<file path="src/rtl/multiplier8_seq_pkg.sv">
// Shared definitions for the sequential shift-add multiplier.
// Holds the FSM encoding and the default operand width.
package multiplier8_seq_pkg;

    localparam int N_DEF = 8;

    typedef enum logic [1:0] {
        ST_IDLE = 2'b00,
        ST_CALC = 2'b01,
        ST_DONE = 2'b10
    } state_t;

endpackage

</file>
<file path="src/rtl/fulladder8.sv">
// N-bit ripple adder with carry in/out; the multiplier uses it to add
// the multiplicand into the upper half of the accumulator.
module fulladder8 #(
    parameter int N = 8
) (
    input  logic [N-1:0] a,
    input  logic [N-1:0] b,
    input  logic         cin,
    output logic [N-1:0] sum,
    output logic         cout
);

    assign {cout, sum} = {1'b0, a} + {1'b0, b} + {{N{1'b0}}, cin};

endmodule

</file>
<file path="src/rtl/multiplier8_seq.sv">
// Unsigned N x N sequential multiplier: one shift-add step per cycle,
// N steps, then a one-cycle done pulse with the product held on P.
module multiplier8_seq
    import multiplier8_seq_pkg::*;
#(
    parameter int N = N_DEF
) (
    input  logic           clk,
    input  logic           rst_n,
    input  logic           start,
    input  logic [N-1:0]   A,
    input  logic [N-1:0]   B,
    output logic [2*N-1:0] P,
    output logic           busy,
    output logic           done
);

    localparam int CNT_W = $clog2(N + 1);

    state_t           state_q, state_d;
    logic [2*N-1:0]   acc_q, acc_d;
    logic [N-1:0]     mcand_q, mcand_d;
    logic [N-1:0]     mplier_q, mplier_d;
    logic [CNT_W-1:0] cnt_q, cnt_d;
    logic [2*N-1:0]   p_q, p_d;

    logic [N-1:0]     addend;
    logic [N-1:0]     psum;
    logic             pcarry;

    assign addend = mplier_q[0] ? mcand_q : '0;

    fulladder8 #(.N(N)) u_add (
        .a    (acc_q[2*N-1:N]),
        .b    (addend),
        .cin  (1'b0),
        .sum  (psum),
        .cout (pcarry)
    );

    always_comb begin
        state_d  = state_q;
        acc_d    = acc_q;
        mcand_d  = mcand_q;
        mplier_d = mplier_q;
        cnt_d    = cnt_q;
        p_d      = p_q;
        case (state_q)
            ST_IDLE: begin
                if (start) begin
                    state_d  = ST_CALC;
                    mcand_d  = A;
                    mplier_d = B;
                    acc_d    = '0;
                    cnt_d    = '0;
                end
            end
            ST_CALC: begin
                // carry becomes the new MSB as {carry, acc} shifts right
                acc_d    = {pcarry, psum, acc_q[N-1:1]};
                mplier_d = mplier_q >> 1;
                if (cnt_q == CNT_W'(N - 1)) begin
                    state_d = ST_DONE;
                    p_d     = acc_d;
                end else begin
                    cnt_d = cnt_q + 1'b1;
                end
            end
            ST_DONE: state_d = ST_IDLE;
            default: state_d = ST_IDLE;
        endcase
    end

    always_ff @(posedge clk or negedge rst_n) begin
        if (!rst_n) begin
            state_q  <= ST_IDLE;
            acc_q    <= '0;
            mcand_q  <= '0;
            mplier_q <= '0;
            cnt_q    <= '0;
            p_q      <= '0;
        end else begin
            state_q  <= state_d;
            acc_q    <= acc_d;
            mcand_q  <= mcand_d;
            mplier_q <= mplier_d;
            cnt_q    <= cnt_d;
            p_q      <= p_d;
        end
    end

    assign P    = p_q;
    assign busy = (state_q == ST_CALC) || (state_q == ST_DONE);
    assign done = (state_q == ST_DONE);

endmodule
</file>
<file path="config.mk">
export PLATFORM = sky130hd
export DESIGN_NAME = multiplier8_seq
export DESIGN_NICKNAME = d
export VERILOG_FILES = /design/src/rtl/multiplier8_seq_pkg.sv /design/src/rtl/fulladder8.sv /design/src/rtl/multiplier8_seq.sv
export SDC_FILE = /design/constraint.sdc
export NUM_CORES = 1
export LEC_CHECK = 0
export ABC_AREA = 1
export CAP_MARGIN = 5
export CORE_MARGIN = 5
export CORE_UTILIZATION = 30
export CTS_BUF_LIST = sky130_fd_sc_hd__clkbuf_8
export CTS_CLUSTER_SIZE = 8
export DETAILED_ROUTE_END_ITERATION = 8
export SYNTH_ARGS = -nofsm -noshare
export SYNTH_HDL_FRONTEND = slang
export SYNTH_SLANG_ARGS = --single-unit
export TNS_END_PERCENT = 50
</file>
<file path="constraint.sdc">
create_clock -name clk -period 1.8 [get_ports clk]
set_input_delay 0.27 -clock clk [delete_from_list [all_inputs] [get_ports clk]]
set_output_delay 0.27 -clock clk [all_outputs]
set_load 0.005 [all_outputs]
</file>
==> results of run 1 <==
what timing repair did:
item	CTS	global route
endpoints found under the hold margin	23	0
setup endpoints to repair	1	11
hold buffers	1	0
cloned	0	0
setup buffers	1	1
pin swaps	0	6
resized for setup	1	16
per-stage QoR:
stage          std cells  utilization (%)  instance area (um^2)
2_1_floorplan        310                -                  2590
3_3_place_gp         454             37.4                  3100
3_5_place_dp         454             37.4                  3100
4_1_cts              464             39.0                  3240
5_1_grt              465             40.1                  3330
6_report             465             40.1                  3330
kinds of logic after synthesis:
logic type	share of synthesized area, %
compound gates	9.13
xor+xnor	0.677
fa+ha+maj	6.57
buf+inv	7.88
flops	51.2
simple gates	24.5
cell type report:
class / count / area [um^2]
clock buffer: 5 / 68.8
clock inverter: 3 / 46.3
fill: 828 / 4970
inverter: 38 / 143
multi-input combinational: 210 / 1140
sequential: 53 / 1330
tap: 105 / 131
timing repair buffer: 51 / 469
power breakdown:
part	internal (mW)	total (mW)	switching (mW)
logic	0.799	1.93	1.13
clock network	0.417	0.819	0.403
registers	1.52	1.72	0.201
total	2.73	4.47	1.73
flip-flops by register name (all words and copies together) (netlist names):
| signal | flops |
|---|---|
| P | 16 |
| acc_q | 15 |
| state_q | 2 |
| cnt_q | 4 |
| mplier_q | 8 |
| mcand_q | 8 |
synth_stat cells:
cell | instances | area (um^2)
o21ai_1 | 5 | 25.0
a21oi_1 | 5 | 25.0
inv_1 | 34 | 128
buf_6 | 2 | 22.5
ha_1 | 12 | 150
inv_2 | 2 | 7.51
a21o_1 | 1 | 7.51
nand3_1 | 19 | 95.1
dfrtp_1 | 53 | 1330
or2_2 | 1 | 6.26
o21ai_0 | 4 | 20.0
nor2_1 | 14 | 52.6
o22ai_2 | 1 | 12.5
nor2_2 | 1 | 6.26
clkbuf_1 | 1 | 3.75
xor2_1 | 2 | 17.5
o21ai_2 | 6 | 52.6
clkinv_1 | 2 | 7.51
o22ai_1 | 8 | 50.1
nand2_1 | 119 | 447
nand2_2 | 2 | 12.5
nand3b_1 | 2 | 15.0
a31oi_1 | 7 | 43.8
fa_1 | 1 | 20.0
buf_2 | 4 | 20.0
buf_4 | 2 | 15.0
metal layers:
layer  part of all wire [%]  global-route usage, %
met3                    4.1                   2.03
met2                     45                   17.0
met1                     50                   14.4
met4                   0.92                   3.49
met5                      0                      0
worst max-delay path by stage:
stage                             from               endpoint  slack (ns)  depth (start not counted)
3_5_place_dp   mplier_q[0]$_DFFE_PN0P_  acc_q[15]$_DFFE_PN0P_        0.03                         12
3_3_place_gp   mplier_q[0]$_DFFE_PN0P_      P[15]$_DFFE_PN0P_        0.07                         12
6_report        state_q[1]$_DFFE_PN0P_                   done        0.08                          3
5_1_grt        mplier_q[0]$_DFFE_PN0P_      P[15]$_DFFE_PN0P_       -0.02                         12
4_1_cts        mplier_q[0]$_DFFE_PN0P_      P[15]$_DFFE_PN0P_        0.01                         12
2_1_floorplan  mplier_q[0]$_DFFE_PN0P_      P[15]$_DFFE_PN0P_       0.009                         13
worst register-to-register path, cell delays in order, from the launching register on:
cell and delay, ns:
dfrtp_1 0.42, buf_4 0.16, nand2_1 0.06, inv_1 0.04, ha_1 0.33, nand2_2 0.10
inv_1 0.05, a21oi_2 0.14, nand3_1 0.10, nand3_1 0.10, nand2_1 0.05
==> reports/metrics.cfg, run 1 <==
[run_status]
status=finished clean

[global_routing]
antenna_found_initial=0
grt_pass1_wl_um=8990
grt-ovfl-total=0
grt_pass1_vias=1982
track_usage_pct=10.6
grt_max_degree=26

[sta]
skew_ns=0.00908
setup_ws_ns=0.0806
rsz0062_at_grt=yes
fin_crit_ns=1.72
worstMarginPinSlew_ns=0.543
final-setup-viol-count=0
slew_headroom_pct=63.8
fin_setup_tns_ns=0
slew_violations=0
fin_hold_ws_ns=0.472
period_share_pct=95.5
hold_viol_final=0
max_freq_mhz=582

[flow_run]
maxCapViolCount=0

[final_layout]
antenna_cells=0
layout-drive-gt1-share_pct=13.9
syn_to_final_growth_pct=28.6
final_cell_mix=115 x nand2_1, 53 x dfrtp_1, 34 x clkdlybuf4s50_1
final_common_cell=nand2_1
fin_nets=391

[worst_setup_path]
critPathCaptureType=primary output
critPathLaunchType=register
slowest_delay_ns=0.44
path_max_fanout=2
cp.required_ns=1.53
critPathKind=register to primary output
worstPathCellList=buf_4 -> ha_1 -> clkdlybuf4s50_1
cp_slowest_cell=clkdlybuf4s50_1
critical-path-top-delay-family=buffers and inverters
ff2ff_setup_slack_ns=0.13
rr_startpoint=mplier_q[0]$_DFFE_PN0P_
path_buf_inv=2
worstPathArrival_ns=1.45
rr_worst_depth=10
timing.rr.end=acc_q[14]$_DFFE_PN0P_

[power_and_ir_drop]
power_density_nw_per_um2=1340
power_mw=4.47
p_leak_nw=1.68
ir_drop_mv=0.468

[logic_synthesis]
ys_seq_elements=53
yosys_warnings=0
postSynthCellCount=310
yosysSeqAreaShare_pct=51.2
ys_types=26
syn_nets=342
syn_area_per_cell_um2=8.35
syn_area_um2=2590

[place]
pre_cts_ws_ns=0.0294
gp_congestion=0.848
port_buffers=36
dp_hpwl_um=4030

[clocking]
root_buffer=clkbuf_8
cts_num_sinks=53
numCtsBuffers=5
clkTransAtPathRegs_ns=0.10
cts.htree.levels=2
cts_buffer_depth=2
clk-insertion-delay-late_ns=0.31
cts_tree=yes

[die]
io_pins=37
die_w_um=103
coreArea_um2=8300
die_area_um2=10600
fp.dieH_um=103
initial_utilization_pct=31.2
core.rowCount=33

[detailed_routing]
first_iter_violations=61
viasPerCell=4.37
finalWirelength_um=5240
ant_nets=0
firstDrtPassIters=4
wl_per_cell_um=11.3
vias=2031
route.detailed.drc=0

[min_path]
hp-class=input pin to asynchronous set/reset pin

(Power assumes the default switching activity.)
==> run 2: changes to the inputs <==
--- a/config.mk
+++ b/config.mk
@@ -12,6 +12,7 @@
 export CTS_BUF_LIST = sky130_fd_sc_hd__clkbuf_8
 export CTS_CLUSTER_SIZE = 8
 export DETAILED_ROUTE_END_ITERATION = 8
+export RECOVER_POWER = 50
 export SYNTH_ARGS = -nofsm -noshare
 export SYNTH_HDL_FRONTEND = slang
 export SYNTH_SLANG_ARGS = --single-unit
==> reports/metrics.cfg, run 2 (synthesized netlist as in run 1, its figures left out) <==
[run_status]
status=finished clean  ; unchanged

[detailed_routing]
viasPerCell=4.37  ; unchanged
ant_nets=0  ; unchanged
vias=2031  ; unchanged
firstDrtPassIters=4  ; unchanged
route.detailed.drc=0  ; unchanged
finalWirelength_um=5230  ; was 5240 um
wl_per_cell_um=11.2  ; was 11.3 um
first_iter_violations=71  ; was 61

[global_routing]
grt_pass1_wl_um=8990  ; unchanged
track_usage_pct=10.6  ; unchanged
grt_pass1_vias=1982  ; unchanged
antenna_found_initial=0  ; unchanged
grt-ovfl-total=0  ; unchanged
grt_max_degree=26  ; unchanged

[sta]
final-setup-viol-count=0  ; unchanged
skew_ns=0.00906  ; was 0.00908 ns
fin_crit_ns=1.72  ; about the same
rsz0062_at_grt=yes  ; unchanged
hold_viol_final=0  ; unchanged
period_share_pct=95.5  ; about the same
worstMarginPinSlew_ns=0.600  ; was 0.543 ns
slew_headroom_pct=60.0  ; was 63.8%
max_freq_mhz=582  ; about the same
setup_ws_ns=0.0807  ; was 0.0806 ns
slew_violations=0  ; unchanged

[die]
die_w_um=103  ; unchanged
io_pins=37  ; unchanged
die_area_um2=10600  ; unchanged
initial_utilization_pct=31.2  ; unchanged
core.rowCount=33  ; unchanged
coreArea_um2=8300  ; unchanged
fp.dieH_um=103  ; unchanged

[final_layout]
final_cell_mix=115 x nand2_1, 53 x dfrtp_1, 34 x clkdlybuf4s50_1  ; unchanged
final_area_um2=3320  ; was 3330 um^2
layout-drive-gt1-share_pct=13.9  ; unchanged
largest_reg_flops=16  ; unchanged
fill_cells=827  ; was 828
fin_nets=391  ; unchanged
final_common_cell=nand2_1  ; unchanged
antenna_cells=0  ; unchanged
syn_to_final_growth_pct=28.4  ; was 28.6%

[clocking]
cts_buffer_depth=2  ; unchanged
cts_tree=yes  ; unchanged
cts_num_sinks=53  ; unchanged
numCtsBuffers=5  ; unchanged
clkTransAtPathRegs_ns=0.09  ; was 0.10 ns
cts.htree.levels=2  ; unchanged
clk-insertion-delay-late_ns=0.31  ; about the same
root_buffer=clkbuf_8  ; unchanged

[worst_setup_path]
worstPathArrival_ns=1.45  ; about the same
critPathCaptureType=primary output  ; unchanged
critPathKind=register to primary output  ; unchanged
cp.required_ns=1.53  ; about the same
critPathLaunchType=register  ; unchanged
path_max_fanout=2  ; unchanged

[place]
gp_congestion=0.848  ; unchanged
dpl_cell_area_um2=3100  ; unchanged
dp_hpwl_um=4030  ; unchanged
pre_cts_ws_ns=0.0294  ; unchanged
port_buffers=36  ; unchanged

[power_and_ir_drop]
power_density_nw_per_um2=1340  ; about the same
ir_drop_mv=0.467  ; was 0.468 mV
p_leak_nw=1.68  ; about the same

[flow_run]
maxCapViolCount=0  ; unchanged

[min_path]
hp-class=register to register  ; was input pin to asynchronous set/reset pin

[run 2: cell type report]
| type | instances | area (um^2) | share of cell area (%) |
|---|---|---|---|
| clock buffers | 5 | 68.8 | 2.07 |
| clock inverters | 3 | 46.3 | 1.39 |
| inverters | 38 | 143 | 4.29 |
| multi-input cells | 210 | 1140 | 34.4 |
| flip-flops and latches | 53 | 1330 | 39.9 |
| well taps | 105 | 131 | 3.95 |
| repair buffers | 51 | 464 | 14.0 |
[run 2: path summary, 6_finish.rpt]
| path | slack [ns] | startpoint | end | cells after the start |
|---|---|---|---|---|
| worst min-delay path | 0.48 | P[15]$_DFFE_PN0P_ | P[15]$_DFFE_PN0P_ | 2 |
| max in group asynchronous | 0.44 | rst_n | state_q[1]$_DFFE_PN0P_ | 3 |
| worst max-delay path | 0.08 | state_q[1]$_DFFE_PN0P_ | done | 3 |
| worst min register to register | 0.48 | P[15]$_DFFE_PN0P_ | P[15]$_DFFE_PN0P_ | 2 |
| worst max register to register | 0.13 | mplier_q[0]$_DFFE_PN0P_ | acc_q[14]$_DFFE_PN0P_ | 10 |
| min in group asynchronous | 0.49 | rst_n | P[4]$_DFFE_PN0P_ | 2 |
[run 2: report_power, final]
part           total, mW  internal (mW)  switching [mW]
Clock              0.820          0.417           0.403
Sequential          1.72           1.52           0.200
Combinational       1.92          0.797            1.13
Total               4.46           2.73            1.73
[run 2: critical path: stages, from the launching register on]
cell	delay (ns)
dfrtp_1	0.40
buf_4	0.13
ha_1	0.17
clkdlybuf4s50_1	0.44
[run 2: repair_timing]
item / 4_1_cts / 5_1_grt
resized for setup: 1 / 16
pin swaps: 0 / 6
setup endpoints to repair: 1 / 11
endpoints found under the hold margin: 23 / 0
cloned: 0 / 0
setup buffers: 1 / 1
hold buffers: 1 / 0
[run 2: stage by stage]
stage	power, mW	instances	util (%)	TNS (ns)	hold WS [ns]
after detailed placement	3.50	454	37.4	0	0.293
final	4.46	465	40.1	0	0.484
after floorplan	2.98	310	-	0	-0.0256
after global routing	4.88	465	40.1	-0.0381	0.491
after CTS	4.33	464	39.0	0	0.480
after global placement	3.46	454	37.4	0	0.281
[run 2: per-layer routing]
layer	global-route usage, %	wire, um
met1	14.4	2570
met2	17.0	2390
met3	2.03	215
met4	3.49	48
met5	0	0
==> run 3: changes to the inputs <==
--- a/config.mk
+++ b/config.mk
@@ -9,7 +9,7 @@
 export CAP_MARGIN = 5
 export CORE_MARGIN = 5
 export CORE_UTILIZATION = 30
-export CTS_BUF_LIST = sky130_fd_sc_hd__clkbuf_8
+export CTS_BUF_LIST = sky130_fd_sc_hd__clkbuf_2 sky130_fd_sc_hd__clkbuf_4 sky130_fd_sc_hd__clkbuf_8
 export CTS_CLUSTER_SIZE = 8
 export DETAILED_ROUTE_END_ITERATION = 8
 export RECOVER_POWER = 50
==> results of run 3 <==
Final layout, timing and power as in run 2 (identical DEF).
